<file path="src/rtl/serial_subtractor_pkg.sv">
// Shared types for the bit-serial subtractor: FSM encoding and counter sizing.
package serial_subtractor_pkg;

    typedef enum logic [1:0] {
        ST_IDLE = 2'd0,
        ST_RUN  = 2'd1,
        ST_DONE = 2'd2
    } state_e;

    // Bit counter only has to reach WIDTH-1, so clog2(WIDTH) bits suffice.
    function automatic int cnt_width(input int w);
        return (w < 2) ? 1 : $clog2(w);
    endfunction

endpackage

</file>
<file path="src/rtl/serial_subtractor_if.sv">
// Operand/result handshake bundle between producer, subtractor and consumer.
interface serial_subtractor_if #(
    parameter int WIDTH = 8
);
    logic             start_valid;
    logic             start_ready;
    logic [WIDTH-1:0] a;
    logic [WIDTH-1:0] b;
    logic             done_valid;
    logic             done_ready;
    logic [WIDTH-1:0] diff;
    logic             borrow_out;
    logic             overflow;

    modport master (
        output start_valid, a, b, done_ready,
        input  start_ready, done_valid, diff, borrow_out, overflow
    );

    modport slave (
        input  start_valid, a, b, done_ready,
        output start_ready, done_valid, diff, borrow_out, overflow
    );
endinterface

</file>
<file path="src/rtl/serial_subtractor_full_subtractor.sv">
// One-bit full subtractor: D = a - b - Bin, Bout set when the bit borrows.
module full_subtractor (
    input  logic a,
    input  logic b,
    input  logic Bin,
    output logic D,
    output logic Bout
);
    assign D    = a ^ b ^ Bin;
    assign Bout = (~a & b) | (~a & Bin) | (b & Bin);
endmodule

</file>
<file path="src/rtl/serial_subtractor.sv">
// Bit-serial a - b, LSB first, one full-subtractor cell and a registered borrow.
module serial_subtractor
    import serial_subtractor_pkg::*;
#(
    parameter int WIDTH = 8
) (
    input  logic               clk,
    input  logic               rst_n,
    serial_subtractor_if.slave bus
);
    localparam int CW = cnt_width(WIDTH);

    state_e           state_q, state_d;
    logic [WIDTH-1:0] sa_q, sa_d, sb_q, sb_d, r_q, r_d;
    logic [WIDTH-1:0] diff_q, diff_d;
    logic [CW-1:0]    cnt_q, cnt_d;
    logic             bin_q, bin_d;
    logic             borrow_q, borrow_d;
    logic             ovf_q, ovf_d;
    logic             a_msb_q, a_msb_d, b_msb_q, b_msb_d;
    logic             cell_d, cell_bout;
    logic             is_run, is_done, last_bit;

    full_subtractor u_fs (
        .a    (sa_q[0]),
        .b    (sb_q[0]),
        .Bin  (bin_q),
        .D    (cell_d),
        .Bout (cell_bout)
    );

    assign is_run   = (state_q == ST_RUN);
    assign is_done  = (state_q == ST_DONE);
    assign last_bit = (cnt_q == CW'(WIDTH - 1));

    // The unused encoding 2'd3 behaves exactly like IDLE.
    assign bus.start_ready = ~is_run & ~is_done;
    assign bus.done_valid  = is_done;
    assign bus.diff        = diff_q;
    assign bus.borrow_out  = borrow_q;
    assign bus.overflow    = ovf_q;

    always_comb begin
        state_d  = state_q;
        sa_d     = sa_q;
        sb_d     = sb_q;
        r_d      = r_q;
        cnt_d    = cnt_q;
        bin_d    = bin_q;
        diff_d   = diff_q;
        borrow_d = borrow_q;
        ovf_d    = ovf_q;
        a_msb_d  = a_msb_q;
        b_msb_d  = b_msb_q;
        case (state_q)
            ST_RUN: begin
                sa_d  = sa_q >> 1;
                sb_d  = sb_q >> 1;
                r_d   = {cell_d, r_q[WIDTH-1:1]};
                bin_d = cell_bout;
                if (last_bit) begin
                    // Hold the counter on the final bit so it never wraps.
                    state_d  = ST_DONE;
                    diff_d   = {cell_d, r_q[WIDTH-1:1]};
                    borrow_d = cell_bout;
                    ovf_d    = (a_msb_q != b_msb_q) && (cell_d != a_msb_q);
                end else begin
                    cnt_d = cnt_q + CW'(1);
                end
            end
            ST_DONE: begin
                if (bus.done_ready) state_d = ST_IDLE;
            end
            default: begin
                if (bus.start_valid) begin
                    state_d = ST_RUN;
                    sa_d    = bus.a;
                    sb_d    = bus.b;
                    bin_d   = 1'b0;
                    cnt_d   = '0;
                    a_msb_d = bus.a[WIDTH-1];
                    b_msb_d = bus.b[WIDTH-1];
                end
            end
        endcase
    end

    always_ff @(posedge clk or negedge rst_n) begin
        if (!rst_n) begin
            state_q  <= ST_IDLE;
            sa_q     <= '0;
            sb_q     <= '0;
            r_q      <= '0;
            cnt_q    <= '0;
            bin_q    <= 1'b0;
            diff_q   <= '0;
            borrow_q <= 1'b0;
            ovf_q    <= 1'b0;
            a_msb_q  <= 1'b0;
            b_msb_q  <= 1'b0;
        end else begin
            state_q  <= state_d;
            sa_q     <= sa_d;
            sb_q     <= sb_d;
            r_q      <= r_d;
            cnt_q    <= cnt_d;
            bin_q    <= bin_d;
            diff_q   <= diff_d;
            borrow_q <= borrow_d;
            ovf_q    <= ovf_d;
            a_msb_q  <= a_msb_d;
            b_msb_q  <= b_msb_d;
        end
    end

endmodule

</file>
<file path="src/flat_wrapper.sv">
// flat-port wrapper written by rule: the top's interface ports become plain ports
module serial_subtractor_flat import serial_subtractor_pkg::*;
#(
    parameter int WIDTH = 8
)
  (clk, rst_n, bus_start_valid, bus_a, bus_b, bus_done_ready, bus_start_ready, bus_done_valid, bus_diff, bus_borrow_out, bus_overflow);
  serial_subtractor_if #(.WIDTH(WIDTH)) bus_i ();
  input  logic clk;
  input  logic rst_n;
  input wire logic [$bits(bus_i.start_valid)-1:0] bus_start_valid;
  input wire logic [$bits(bus_i.a)-1:0] bus_a;
  input wire logic [$bits(bus_i.b)-1:0] bus_b;
  input wire logic [$bits(bus_i.done_ready)-1:0] bus_done_ready;
  output wire logic [$bits(bus_i.start_ready)-1:0] bus_start_ready;
  output wire logic [$bits(bus_i.done_valid)-1:0] bus_done_valid;
  output wire logic [$bits(bus_i.diff)-1:0] bus_diff;
  output wire logic [$bits(bus_i.borrow_out)-1:0] bus_borrow_out;
  output wire logic [$bits(bus_i.overflow)-1:0] bus_overflow;
  assign bus_i.start_valid = bus_start_valid;
  assign bus_i.a = bus_a;
  assign bus_i.b = bus_b;
  assign bus_i.done_ready = bus_done_ready;
  assign bus_start_ready = bus_i.start_ready;
  assign bus_done_valid = bus_i.done_valid;
  assign bus_diff = bus_i.diff;
  assign bus_borrow_out = bus_i.borrow_out;
  assign bus_overflow = bus_i.overflow;
  serial_subtractor #(.WIDTH(WIDTH)) u_core (.clk(clk), .rst_n(rst_n), .bus(bus_i));
endmodule
</file>
<file path="config.mk">
export PLATFORM = sky130hd
export DESIGN_NAME = serial_subtractor_flat
export DESIGN_NICKNAME = d
export VERILOG_FILES = /design/src/rtl/serial_subtractor_pkg.sv /design/src/rtl/serial_subtractor_if.sv /design/src/rtl/serial_subtractor_full_subtractor.sv /design/src/rtl/serial_subtractor.sv /design/src/flat_wrapper.sv
export SDC_FILE = /design/constraint.sdc
export NUM_CORES = 1
export LEC_CHECK = 0
export CORE_UTILIZATION = 45
export CTS_CLUSTER_SIZE = 25
export DETAILED_ROUTE_END_ITERATION = 10
export GPL_TIMING_DRIVEN = 0
export PLACE_DENSITY_LB_ADDON = 0.05
export SYNTH_ARGS = -nofsm -noshare
export SYNTH_HDL_FRONTEND = slang
export SYNTH_HIERARCHICAL = 1
export SYNTH_SLANG_ARGS = --single-unit
</file>
<file path="constraint.sdc">
create_clock -name clk -period 1.65 [get_ports clk]
set_input_delay 0.165 -clock clk [delete_from_list [all_inputs] [get_ports clk]]
set_output_delay 0.165 -clock clk [all_outputs]
set_load 0.01 [all_outputs]
</file>
* Word-level counts from Yosys, hierarchy flattened *
Index checks and enable logic that the tools add are counted.

storage, ports and cells
  register bits = 42
  bits of input ports = 20
  output and inout port bits = 12
  logic and storage cells = 54

operators by class
  add/subtract/negate cells = 1
  eq/ne operators = 8
  multiplexer cells = 13
  bitwise logic cells = 12
  reduce and logical (&&, ||, !) cells = 9

operators by type and width
  operator                                             number
  case mux 8 bit (2 select lines)                      2
  two-way mux 8 bit                                    2
  two-way mux 2 bit                                    3
  two-way mux 3 bit                                    2
  inequality test 2 bit, second input constant         3
  case mux 3 bit (2 select lines)                      1
  AND reduction 2 bit                                  3
  AND reduction 3 bit                                  2
  AND 1 bit                                            4
  inverter 1 bit                                       4
  case mux 2 bit (2 select lines)                      1
  adder 3 x 1 -> 3 bit, second input constant          1
  equality test 3 bit, second input constant           1
  nonzero test 3 bit                                   1
  equality test 2 x 1 -> 1 bit, second input constant  1
  equality test 2 bit, second input constant           1
  inequality test 1 bit                                2
  OR 1 bit                                             2
  case mux 1 bit (2 select lines)                      1
  nonzero test 2 bit                                   1
  OR reduction 2 bit                                   1
  bitwise XOR 1 bit                                    2
  logical AND 1 bit                                    1
  two-way mux 1 bit                                    1

* Depth between registers and ports, before layout *
  word-level depth = 5
  depth in mapped cells = 6
  gate-level depth less buffers = 6

* Hierarchy *
The synthesis kept the hierarchy.

modules (own cells, without submodules)
  module             times used  cells an instance  area an instance (um^2)  seq. area each (um^2)
  serial_subtractor  1           144                1,814.2                  1,026.0
  full_subtractor    1           3                  27.5                     0.0

* Worst setup path after synthesis *
No wires, ideal clock.

  path kind = register -> register
  from = reg u_core.cnt_q[0]
  to = reg u_core.borrow_q (netlist: u_core/bus.borrow_out)
  setup time = 125 ps
  arrival = 1,421 ps
  required time = 1,525 ps
  path slack = 104 ps
  stages on the path, launching flop included = 6
  buffers on the path = 1
  period minus slack after synthesis = 1,546 ps
  cells stage by stage = dfrtp_1 > ha_1 > ha_1 > nand2_1 > buf_2 > mux2_2

on the way
  longest elaborated chain between the ends = 2

ends and longest elaborated chain
  element                        line                      source
  start: declaration             serial_subtractor.sv:16   logic [CW-1:0] cnt_q, cnt_d;
  start signal: assignment       serial_subtractor.sv:106  cnt_q <= cnt_d;
  equality test 3 bit            serial_subtractor.sv:34   assign last_bit = (cnt_q == CW'(WIDTH - 1));
  AND reduction 2 bit (no line)  n/a
  end signal: assignment         serial_subtractor.sv:109  borrow_q <= borrow_d;
  end: declaration               serial_subtractor.sv:18   logic borrow_q, borrow_d;

No other way between the ends.
A chain may end at the register's enable or synchronous reset.

* Final worst setup path *
  from = reg u_core.cnt_q[1]
  to = reg u_core.state_q[0]

on the way
  longest elaborated chain between the ends = 3

ends and longest elaborated chain
  element                          line                      source
  equality test 3 bit              serial_subtractor.sv:34
  inequality test 2 bit (no line)  n/a
  AND reduction 3 bit (no line)    n/a
  end signal: assignment           serial_subtractor.sv:102  state_q <= state_d;
  end: declaration                 serial_subtractor.sv:13   state_e state_q, state_d;

No other way between the ends.

==> implementation parameters <==
Parameter                              Value

Critical path
  Cell chain of the critical path    ha_2 > ha_4 > inv_1 > a221oi_4 > mux2_4
  Worst EP required    around 1800 ps
  Worst stage delay on the critical path    380 ps
  Setup slack, reg-to-reg    between 60 and 70 ps
  Launch point of the worst path    u_core/cnt_q[1]
  Arrival time of data at the critical path endpoint    1760 ps
  Crit path launch type    flop
  Capturing instance or port of the critical path    u_core/state_q[0]
  Reg2Reg Launch Point    u_core/cnt_q[1]
  Path depth of the worst reg2reg path    5
  Type of the setup path with the least slack    reg2reg
  CP Max Fanout    5
  Capturing element type of the critical path    flop
  Critical Path Slowest Stage Cell    dfrtp_1
  Terminus of the critical flop-to-flop path    u_core/state_q[0]

Synth
  Number of synthesized register bits    41
  Fraction of registers with async set or reset after synthesis    1.00
  Synthesized instance count    roughly 150
  Top_reg_cell synth    dfrtp_1
  Post-synth EDFFs    0
  Synthesized area per cell    12.5 um^2
  Register area share after synthesis    0.557
  Area of the mapped netlist    ~1800 um^2
  Syn. warnings    6
  Post-synthesis net count    around 170
  Number of distinct standard cells referenced by the synthesized netlist    21

Detailed routing
  1st-pass router iterations    4
  DRT antenna net count    0
  Mean number of vias per cell    ~5.2
  Wire length after detailed routing    between 3 and 4 mm
  Drt drc    0
  Post-DR wirelength/cell    between 10 and 15 um
  Via Count    about 1300
  Iter 0 DRT Violations    64

Final layout
  Most common cell after layout, fill and taps aside    dfrtp_1
  Most frequent cells in the layout    41 x dfrtp_1, 28 x clkdlybuf4s50_1, 19 x nand2_1, 19 x mux2_2, 17 x o21ai_0
  # nets final    about 220
  Antenna diode count    0
  Area taken by flip-flops and latches    around 1000 um^2
  Final Instance Area    roughly 2400 um^2
  Layout cells sized above 1    0.258
  Non-filler cells, final    242
  Fillers    around 300
  Growth of design area from synthesis to finish    31.5%
  Footprint of the multi-input gates    ~800 um^2

Pwr
  Switching Share    0.342
  Power per cell area    1790 nW/um^2
  Net switching power    0.00148 W
  Internal power contribution    0.00286 W
  Sequential Power Share    0.393
  Maximum vdd ir drop    1.09 mV
  Gate power share    0.468
  Clock network fraction of design power    0.139
  Leakage    about 1.1 nW
  Post-layout power    0.00435 W

Timing
  Maximum clock skew at final layout    3.89 ps
  Final Cycle Share    0.963
  Shortest period the worst path allows    1590 ps
  Maximum clock frequency    roughly 0.63 GHz
  Max transition margin    0.411
  Final hold viol count    0
  Final setup vio count    0
  Total negative slack for setup checks    0 ps
  Transition time of the tightest slew-check pin    around 900 ps
  Final-report max-slew violation count    0
  Worst Hold Margin    about 5 ps

Hold path
  Worst hold-check path type    in2async

Floorplanning
  Io pins    32
  Die area    between 4000 and 5000 um^2
  Die Ht    approximately 66 um
  Number of placement rows    22
  Effective utilization at floorplan    0.485
  Die width    around 66 um
  Core region area    around 3800 um^2

Place
  Count of input and output buffers    31
  Post-placement cell count    approximately 230
  Placed Area    2210 um^2
  Final HPWL DP    roughly 2.4 mm
  Placer congestion estimate    0.765

Global routing
  Total congestion overflow    0
  Initial antenna violation count    0
  Via count of the first global-routing pass    around 1300
  Global-route wire length before repair    around 5.7 mm
  Largest net degree at the start of global routing    between 40 and 50
  Global-route usage over all layers    0.180

CTS
  Maximum buffer depth of the clock tree    2
  Clock Latency Late Sink    280 ps
  CTS root buf    clkbuf_8
  Clock transition at path regs    approximately 70 ps
  H-tree depth    2
  Post-CTS Hold Fix Bufs    0
  Count of clock tree sinks    between 40 and 50
  TritonCTS clock tree    yes
  TritonCTS Buffers    5

Status
  Result of the run    completed

Job
  Reported max-cap violation count    0
## cell usage after synthesis (2+ instances only)
cell,instances,area [um^2]
o21ai_0,17,85.1
mux2_2,21,236
buf_2,3,15.0
nand2_1,19,71.3
mux2i_1,14,140
buf_6,3,33.8
nand2b_1,2,12.5
ha_1,5,62.6
a22o_1,5,43.8
inv_1,7,26.3
dfrtp_1,41,1030
## metrics by stage
step	utilization	worst slack (ps)
after floorplan	-	104
after global placement	0.582	-519
after detailed placement	0.581	-97.2
after CTS	0.611	11.4
after global routing	0.637	-4.55
final	0.637	61.5
## routing by layer
layer	GRT usage	up-vias	part of all wire
met5	0	-	0
met4	0.0559	0	0.0052
met3	0.0586	2	0.041
met2	0.290	23	0.47
met1	0.230	627	0.49
li1	-	608	-
## final cells by class
cell class / instances / area share
flip-flops and latches: 41 / 0.424
well taps: 48 / 0.0248
clock buffers: 8 / 0.0331
multi-input cells: 92 / 0.333
repair buffers: 39 / 0.150
inverters: 7 / 0.0109
plain buffers: 7 / 0.0243
## power groups by stage
stage	logic [W]	registers (W)	clock network, W
floorplan	0.00129	0.00166	0
global placement	0.00174	0.00168	0
detailed placement	0.00179	0.00172	0
CTS	0.00184	0.00170	0.000632
global route	0.00226	0.00176	0.000672
finish	0.00203	0.00171	0.000603
## cell families after synthesis
kind of cell             share of synthesized area
buffers and inverters                       0.0435
AND/OR/NAND/NOR                             0.0577
flip-flops                                   0.557
multiplexers                                 0.204
AO/OA/AOI/OAI                               0.0924
adder cells (fa/ha/maj)                     0.0448
## worst max-delay path, delay by kind of cell (launching register included)
kind            cells  cell delay (ps)
fa+ha+maj           2              380
flops               1              380
compound gates      1              320
buf+inv             1               70
mux                 1              330
## flip-flops by register name (all words and copies together) (netlist names)
signal	cells
u_core/b_msb_q	1
u_core/bus.diff	8
u_core/sa_q	8
u_core/sb_q	8
u_core/bin_q	1
u_core/bus.borrow_out	1
u_core/bus.overflow	1
u_core/cnt_q	3
u_core/state_q	2
u_core/r_q	7
u_core/a_msb_q	1
## worst min-delay path by stage
stage / to / cells after the start / from
global placement: u_core/sa_q[3] / 2 / u_core/sa_q[3]
finish: u_core/bus.diff[7] / 1 / rst_n
floorplan: u_core/a_msb_q / 0 / rst_n
detailed placement: u_core/bus.diff[7] / 1 / rst_n
CTS: u_core/bus.diff[3] / 1 / rst_n
global route: u_core/bus.borrow_out / 1 / rst_n
## what timing repair did
item | CTS | global route
setup endpoints to repair | 12 | 22
pin swaps | 0 | 2
setup buffers | 1 | 7
resized for setup | 7 | 10
Note: power is estimated with default switching activity, not from simulation.
